**config.mk**
```make
export PLATFORM = sky130hd
export DESIGN_NAME = irq_ctrl
export DESIGN_NICKNAME = d
export VERILOG_FILES = /design/src/rtl/irq_ctrl.sv
export SDC_FILE = /design/constraint.sdc
export NUM_CORES = 1
export LEC_CHECK = 0
export CORE_MARGIN = 1
export CORE_UTILIZATION = 42
export DETAILED_ROUTE_END_ITERATION = 8
export PLACE_DENSITY = 0.77
export SETUP_SLACK_MARGIN = 0.02
export SLEW_MARGIN = 10
export SYNTH_ARGS = -nofsm -noshare
export SYNTH_HDL_FRONTEND = slang
export SYNTH_SLANG_ARGS = --single-unit
```
**constraint.sdc**
```tcl
create_clock -name clk -period 1.31 [get_ports clk]
set_input_delay 0.262 -clock clk [delete_from_list [all_inputs] [get_ports clk]]
set_output_delay 0.262 -clock clk [all_outputs]
set_load 0.01 [all_outputs]
```
**src/rtl/irq_ctrl.sv**
```systemverilog
// Interrupt controller in front of the monocycle control unit: synchronises and
// edge-detects external lines, latches them pending, masks, prioritises and hands out one vector.
module irq_ctrl #(
    parameter int          NUM_IRQ    = 4,
    parameter int          VEC_WIDTH  = 10,
    parameter int unsigned VEC_BASE   = 32'h3C0,
    parameter int unsigned VEC_STRIDE = 16
) (
    input  logic                 clk,
    input  logic                 reset,
    input  logic [NUM_IRQ-1:0]   irq_in,
    input  logic                 mask_we,
    input  logic [NUM_IRQ-1:0]   mask_d,
    input  logic                 fin_interrup,
    output logic                 s_interrup,
    output logic [VEC_WIDTH-1:0] vec_addr,
    output logic                 in_service,
    output logic [2:0]           irq_id,
    output logic [NUM_IRQ-1:0]   pending,
    output logic [NUM_IRQ-1:0]   mask
);

    typedef enum logic [1:0] {
        IDLE    = 2'd0,
        REQUEST = 2'd1,
        SERVICE = 2'd2
    } state_t;

    state_t               state_q, state_d;
    logic [NUM_IRQ-1:0]   sync1_q, sync2_q, prev_q;
    logic [NUM_IRQ-1:0]   pending_q, pending_d;
    logic [NUM_IRQ-1:0]   mask_q, mask_d_int;
    logic [2:0]           irq_id_q, irq_id_d;
    logic [VEC_WIDTH-1:0] vec_addr_q, vec_addr_d;

    logic [NUM_IRQ-1:0]   rise;
    logic [NUM_IRQ-1:0]   eligible;
    logic [NUM_IRQ-1:0]   clr;
    logic [2:0]           sel;

    function automatic logic [VEC_WIDTH-1:0] vec_of(input logic [2:0] id);
        int unsigned a;
        a = VEC_BASE + 32'(id) * VEC_STRIDE;
        return a[VEC_WIDTH-1:0];
    endfunction

    assign rise     = sync2_q & ~prev_q;
    assign eligible = pending_q & mask_q;

    // Descending scan so the lowest eligible index is the one left in sel.
    always_comb begin
        sel = 3'd0;
        for (int i = NUM_IRQ - 1; i >= 0; i--) begin
            if (eligible[i]) sel = 3'(i);
        end
    end

    always_comb begin
        state_d    = state_q;
        irq_id_d   = irq_id_q;
        vec_addr_d = vec_addr_q;
        clr        = '0;
        mask_d_int = mask_we ? mask_d : mask_q;
        case (state_q)
            IDLE: begin
                if (eligible != '0) begin
                    irq_id_d   = sel;
                    vec_addr_d = vec_of(sel);
                    clr[sel]   = 1'b1;
                    state_d    = REQUEST;
                end
            end
            REQUEST: state_d = SERVICE;
            SERVICE: if (fin_interrup) state_d = IDLE;
            default: state_d = IDLE;
        endcase
        // Set after clear so an edge arriving on the accept cycle survives.
        pending_d = (pending_q & ~clr) | rise;
    end

    always_ff @(posedge clk or negedge reset) begin
        if (!reset) begin
            state_q    <= IDLE;
            sync1_q    <= '0;
            sync2_q    <= '0;
            prev_q     <= '0;
            pending_q  <= '0;
            mask_q     <= '0;
            irq_id_q   <= '0;
            vec_addr_q <= '0;
        end else begin
            state_q    <= state_d;
            sync1_q    <= irq_in;
            sync2_q    <= sync1_q;
            prev_q     <= sync2_q;
            pending_q  <= pending_d;
            mask_q     <= mask_d_int;
            irq_id_q   <= irq_id_d;
            vec_addr_q <= vec_addr_d;
        end
    end

    assign s_interrup = (state_q == REQUEST);
    assign in_service = (state_q != IDLE);
    assign vec_addr   = vec_addr_q;
    assign irq_id     = irq_id_q;
    assign pending    = pending_q;
    assign mask       = mask_q;

endmodule
```
Word level (Yosys, flattened, before mapping). Index checks and enable logic that the tools add are counted. W data, S select, Z words.

Order comparisons: 2. Shifts and indexed selects: 0. $add $sub $neg: 1. Multipliers: 0. Muxes and demuxes: 11. Equality and inequality tests: 4. Div/mod/pow operators: 0. Reduce and logical (&&, ||, !) cells: 6. Bitwise gates (word level): 6.

Operators by type and width (number): $and A4 B4 Y4 (3); $add A10 B7 Y10 const A (1); $mux W3 (3); $mux W4 (2); $not A4 Y4 (2); $mux W2 (3); $pmux W2 S3 (1); $ne A2 B2 Y1 const B (2); $or A4 B4 Y4 (1); $reduce_and A2 Y1 (2); $reduce_bool A4 Y1 (1); $ge A3 B1 Y1 const B (1); $lt A3 B3 Y1 const B (1); $demux W1 S2 (1); $eq A2 B1 Y1 const B (1); $eq A2 B2 Y1 const B (1); $logic_not A2 Y1 (1); $reduce_bool A2 Y1 (1); $logic_and A1 B1 Y1 (1); $mux W1 (1).

Memories: 0. Register bits: 35. Memory bits (writable): 0. Logic and storage cells: 38. Memory bits (read-only): 0. Latch bits: 0. Input bits: 12. Output and inout bits: 23.

Longest topological paths before layout. Gate-level depths: netlist of the first run.

Depth in word-level cells: 14. Mapped depth: 4. Mapped depth without buffers: 4.

Least setup slack after synthesis of the first run. OpenSTA, ideal clock, no wires.

Path type: flip-flop to flip-flop. Start point: reg pending_q[0] (netlist: pending[0]). End point: reg pending_q[3] (netlist: pending[3]). Required time: 1.189 ns. Slack: 0.199 ns. Arrival: 0.990 ns. Period minus slack after synthesis: 1.111 ns. Setup time: 0.121 ns. Cell stages (with the launch flop): 4. Buffers on the path: 0. Cells stage by stage: dfrtp_1 -> a211oi_2 -> nand4_1 -> a22o_1.

Cells in the longest elaborated chain, start to end: 11. Elaborated cells on any way between the ends: 13. Those cells by class: order compare: 2; mux: 5; bitwise: 4; reduce/logical: 2.

RTL lines: from (decl) (RTL line 31) `logic [NUM_IRQ-1:0] pending_q, pending_d;`; from (signal assigned) (RTL line 96) `pending_q <= pending_d;`; $and A4 B4 Y4 * (RTL line 48) `assign eligible = pending_q & mask_q;`; $mux W3 (RTL line 54) `if (eligible[i]) sel = 3'(i);`; $ge A3 B1 Y1 (not written as such) or $lt A3 B3 Y1 (tied branches) (RTL line 69) `clr[sel] = 1'b1;`; $logic_and A1 B1 Y1 (not written as such) (RTL line 69); $mux W1 (not written as such) (RTL line 69); $demux W1 S2 (RTL line 69); $mux W4 * (RTL line 66) `if (eligible != '0) begin`; $mux W4 * (RTL line 64) `case (state_q)`; $not A4 Y4 * (RTL line 78) `pending_d = (pending_q & ~clr) | rise;`; $and A4 B4 Y4 * (RTL line 78); $or A4 B4 Y4 * (RTL line 78); via pending_d[3] (RTL line 31).

Mark *: on every way through the listed nets, which the timed path passes. The rest lies on a longest branch. A chain may end at the register's enable or synchronous reset.

Worst setup path after layout of the first run.
Start point: reg state_q[1]. End point: out in_service.

Cells in the longest elaborated chain, start to end: 1.

RTL lines: from (decl) (RTL line 29) `state_t state_q, state_d;`; from (signal assigned) (RTL line 92) `state_q <= state_d;`; $reduce_bool A2 Y1 (RTL line 104) `assign in_service = (state_q != IDLE);`; to (decl) (RTL line 17) `output logic in_service,`.

No other way between the ends.

==> results.json, run 1 <==
{
  "port_buffers": 29,
  "pre_cts_slack_ns": -0.0482,
  "end_kind": "output pin",
  "max_stage_delay_ns": 0.42,
  "cap_violations": 0,
  "synth_warnings": 0,
  "path_depth": 4,
  "fmax_mhz": 730,
  "die_w_um": 49.3,
  "grt_usage_pct": 17.5,
  "rsz0062_at_grt": "yes",
  "slowest_stage": "dfrtp_1",
  "period_share_pct": 105,
  "htreeDepth": 1,
  "hold-worst-slack_ns": 0.295,
  "wl_per_cell_um": 12.6,
  "cts_buffer_depth": 2,
  "cts.sinks": 25,
  "grt_pass1_vias": 719,
  "first_iter_violations": 6,
  "pwr_density_cell_mw_per_mm2": 1840,
  "fin_ws_ns": -0.0591,
  "fp.dieArea_mm2": 0.00243,
  "r2r_slack_ns": 0.01,
  "seq_area_frac_synth_pct": 66.6,
  "grt_util_met2_pct": 29.2,
  "ios": 35,
  "worstSetupPathType": "flip-flop to output pin",
  "drc": 0,
  "grt_overflow": 0,
  "crit_buf_inv": 3,
  "clock_latency_ns": 0.31,
  "antenna_left": 0,
  "numCtsBuffers": 3,
  "avgSynthCellArea_um2": 13.4,
  "final_common_cell": "dfrtp_1",
  "synth.distinct_cells": 21,
  "drv_slew": 0,
  "netlist_area_um2": 940,
  "gp_congestion": 0.712,
  "clk_pin_slew_ns": 0.13,
  "firstDrtPassIters": 4,
  "rows": 16,
  "fin_nets": 131,
  "grt_pass1_wl_um": 3080,
  "placed_cell_area_mm2": 0.00128,
  "synthCells": 70,
  "grt_max_degree": 26,
  "antenna_found_initial": 0,
  "met1_usage_pct": 19.5,
  "dp_hpwl_um": 1280,
  "grt.busiest_layer": "met2",
  "min_path_type": "input pin to asynchronous set/reset pin",
  "cp.required_ns": 1.05,
  "design_area_mm2": 0.00143,
  "final-hold-violation-count": 0,
  "violations": "setup timing",
  "p_leak_nw": 0.667,
  "outcome": "finished, violations left",
  "area.growth.synth_to_final_pct": 52.3,
  "finalSetupViolations": 2,
  "num_vias": 684,
  "cp-start-kind": "flip-flop",
  "antennaDiodeCount": 0,
  "ctsHoldBuffers": 0,
  "cp_common_cell": "buf_6",
  "skew_ns": 0.00375,
  "cts_tree": "done",
  "cp.arrival_ns": 1.11,
  "core_mm2": 0.00204,
  "final_cell_mix": "dfrtp_1 (25), buf_4 (16), clkdlybuf4s15_1 (12)",
  "cp_max_fo": 2,
  "use_met3_pct": 4.36,
  "die_h_um": 49.3,
  "reg2reg_depth": 5,
  "drive_gt1_share_pct": 34.7,
  "ys_ff_latch": 25,
  "fin_crit_ns": 1.37,
  "clk_root_buffer_cell": "clkbuf_4",
  "viasPerCell": 4.72,
  "peakVddDrop_uv": 984,
  "drt-total-wl_um": 1830,
  "start_util_pct": 46.0,
  "crit_family": "flip-flops",
  "worstPathCellList": "buf_6, nor2_4, inv_2, buf_6"
}
power breakdown:
group          total (W)  leakage, nW  internal [W]  switching (W)
combinational    0.00128        0.367      0.000747       0.000536
sequential       0.00102        0.285      0.000919      0.0000990
clock           0.000332       0.0139      0.000116       0.000215
layout make-up:
| type | instances | area, um2 |
|---|---|---|
| Tap cell | 27 | 33.8 |
| Fill cell | 160 | 611 |
| Sequential cell | 25 | 626 |
| Clock inverter | 1 | 7.51 |
| Inverter | 5 | 18.8 |
| Clock buffer | 3 | 22.5 |
| Timing Repair Buffer | 50 | 465 |
| Multi-Input combinational cell | 34 | 258 |
synth_stat cells:
library cell,number,share of area (%)
a41oi_2,1,1.7
inv_1,4,1.6
conb_1,1,0.40
a22o_1,3,2.8
nand2_1,7,2.8
dfrtp_1,25,67
mux2_2,4,4.8
a211oi_2,1,1.3
o22a_1,1,0.93
nand3_1,1,0.53
nor2b_1,1,0.67
a22o_2,1,1.1
nor2_2,1,0.67
a21oi_1,2,1.1
nor3b_1,1,0.80
a32oi_1,1,0.93
inv_2,1,0.40
buf_4,10,8.0
nand4_1,1,0.67
a2bb2oi_1,1,0.93
or2_1,2,1.3
what timing repair did:
action	in CTS	in global routing
buffers inserted	13	0
setup endpoints to repair	19	20
gates resized for setup	40	20
hold endpoints to repair	0	0
pin swaps	6	4
cells by family (layout without fill, tap and decap cells):
group                  count (synthesis)  after routing  synth area share (%)
muxes                                  4              4                  4.79
other                                  1              5                 0.399
DFF                                   25             25                  66.6
AOI/OAI and AO/OA                     11             11                  10.8
and+or+nand+nor                       14             14                  7.46
buffers and inverters                 15             59                  9.99
worst paths after layout:
path / startpoint / to
setup / recovery: state_q[1] / in_service
hold / removal: reset / state_q[1]
setup reg to reg: state_q[1] / pending[3]
hold reg to reg: sync1_q[3] / sync2_q[3]
max in group asynchronous: reset / pending[0]
min in group clk: sync1_q[3] / sync2_q[3]
routing by layer:
metal,vias up,wire (um)
li1,319,-
met1,331,751
met2,30,901
met3,4,143
met4,0,29
met5,-,0
state kept, by name, indices dropped and copies added (netlist names):
register  flops
mask          4
pending       4
prev_q        4
sync1_q       4
sync2_q       4
vec_addr      3
state_q       2
stage by stage:
step / instances / TNS, ns / power, W / utilization, %
floorplan: 74 / 0 / 0.00150 / -
global placement: 130 / -0.0266 / 0.00204 / 62.6
detailed placement: 130 / -0.127 / 0.00206 / 62.6
CTS: 147 / -0.368 / 0.00259 / 68.5
global route: 145 / -0.232 / 0.00280 / 70.1
finish: 145 / -0.0995 / 0.00263 / 70.1
Note: power is estimated with default switching activity, not from simulation.
==> inputs of run 2 (changes only) <==
Settings changed: ABC_AREA set to 0.
==> results of run 2 <==
Final layout, timing and power as in run 1 (identical DEF).
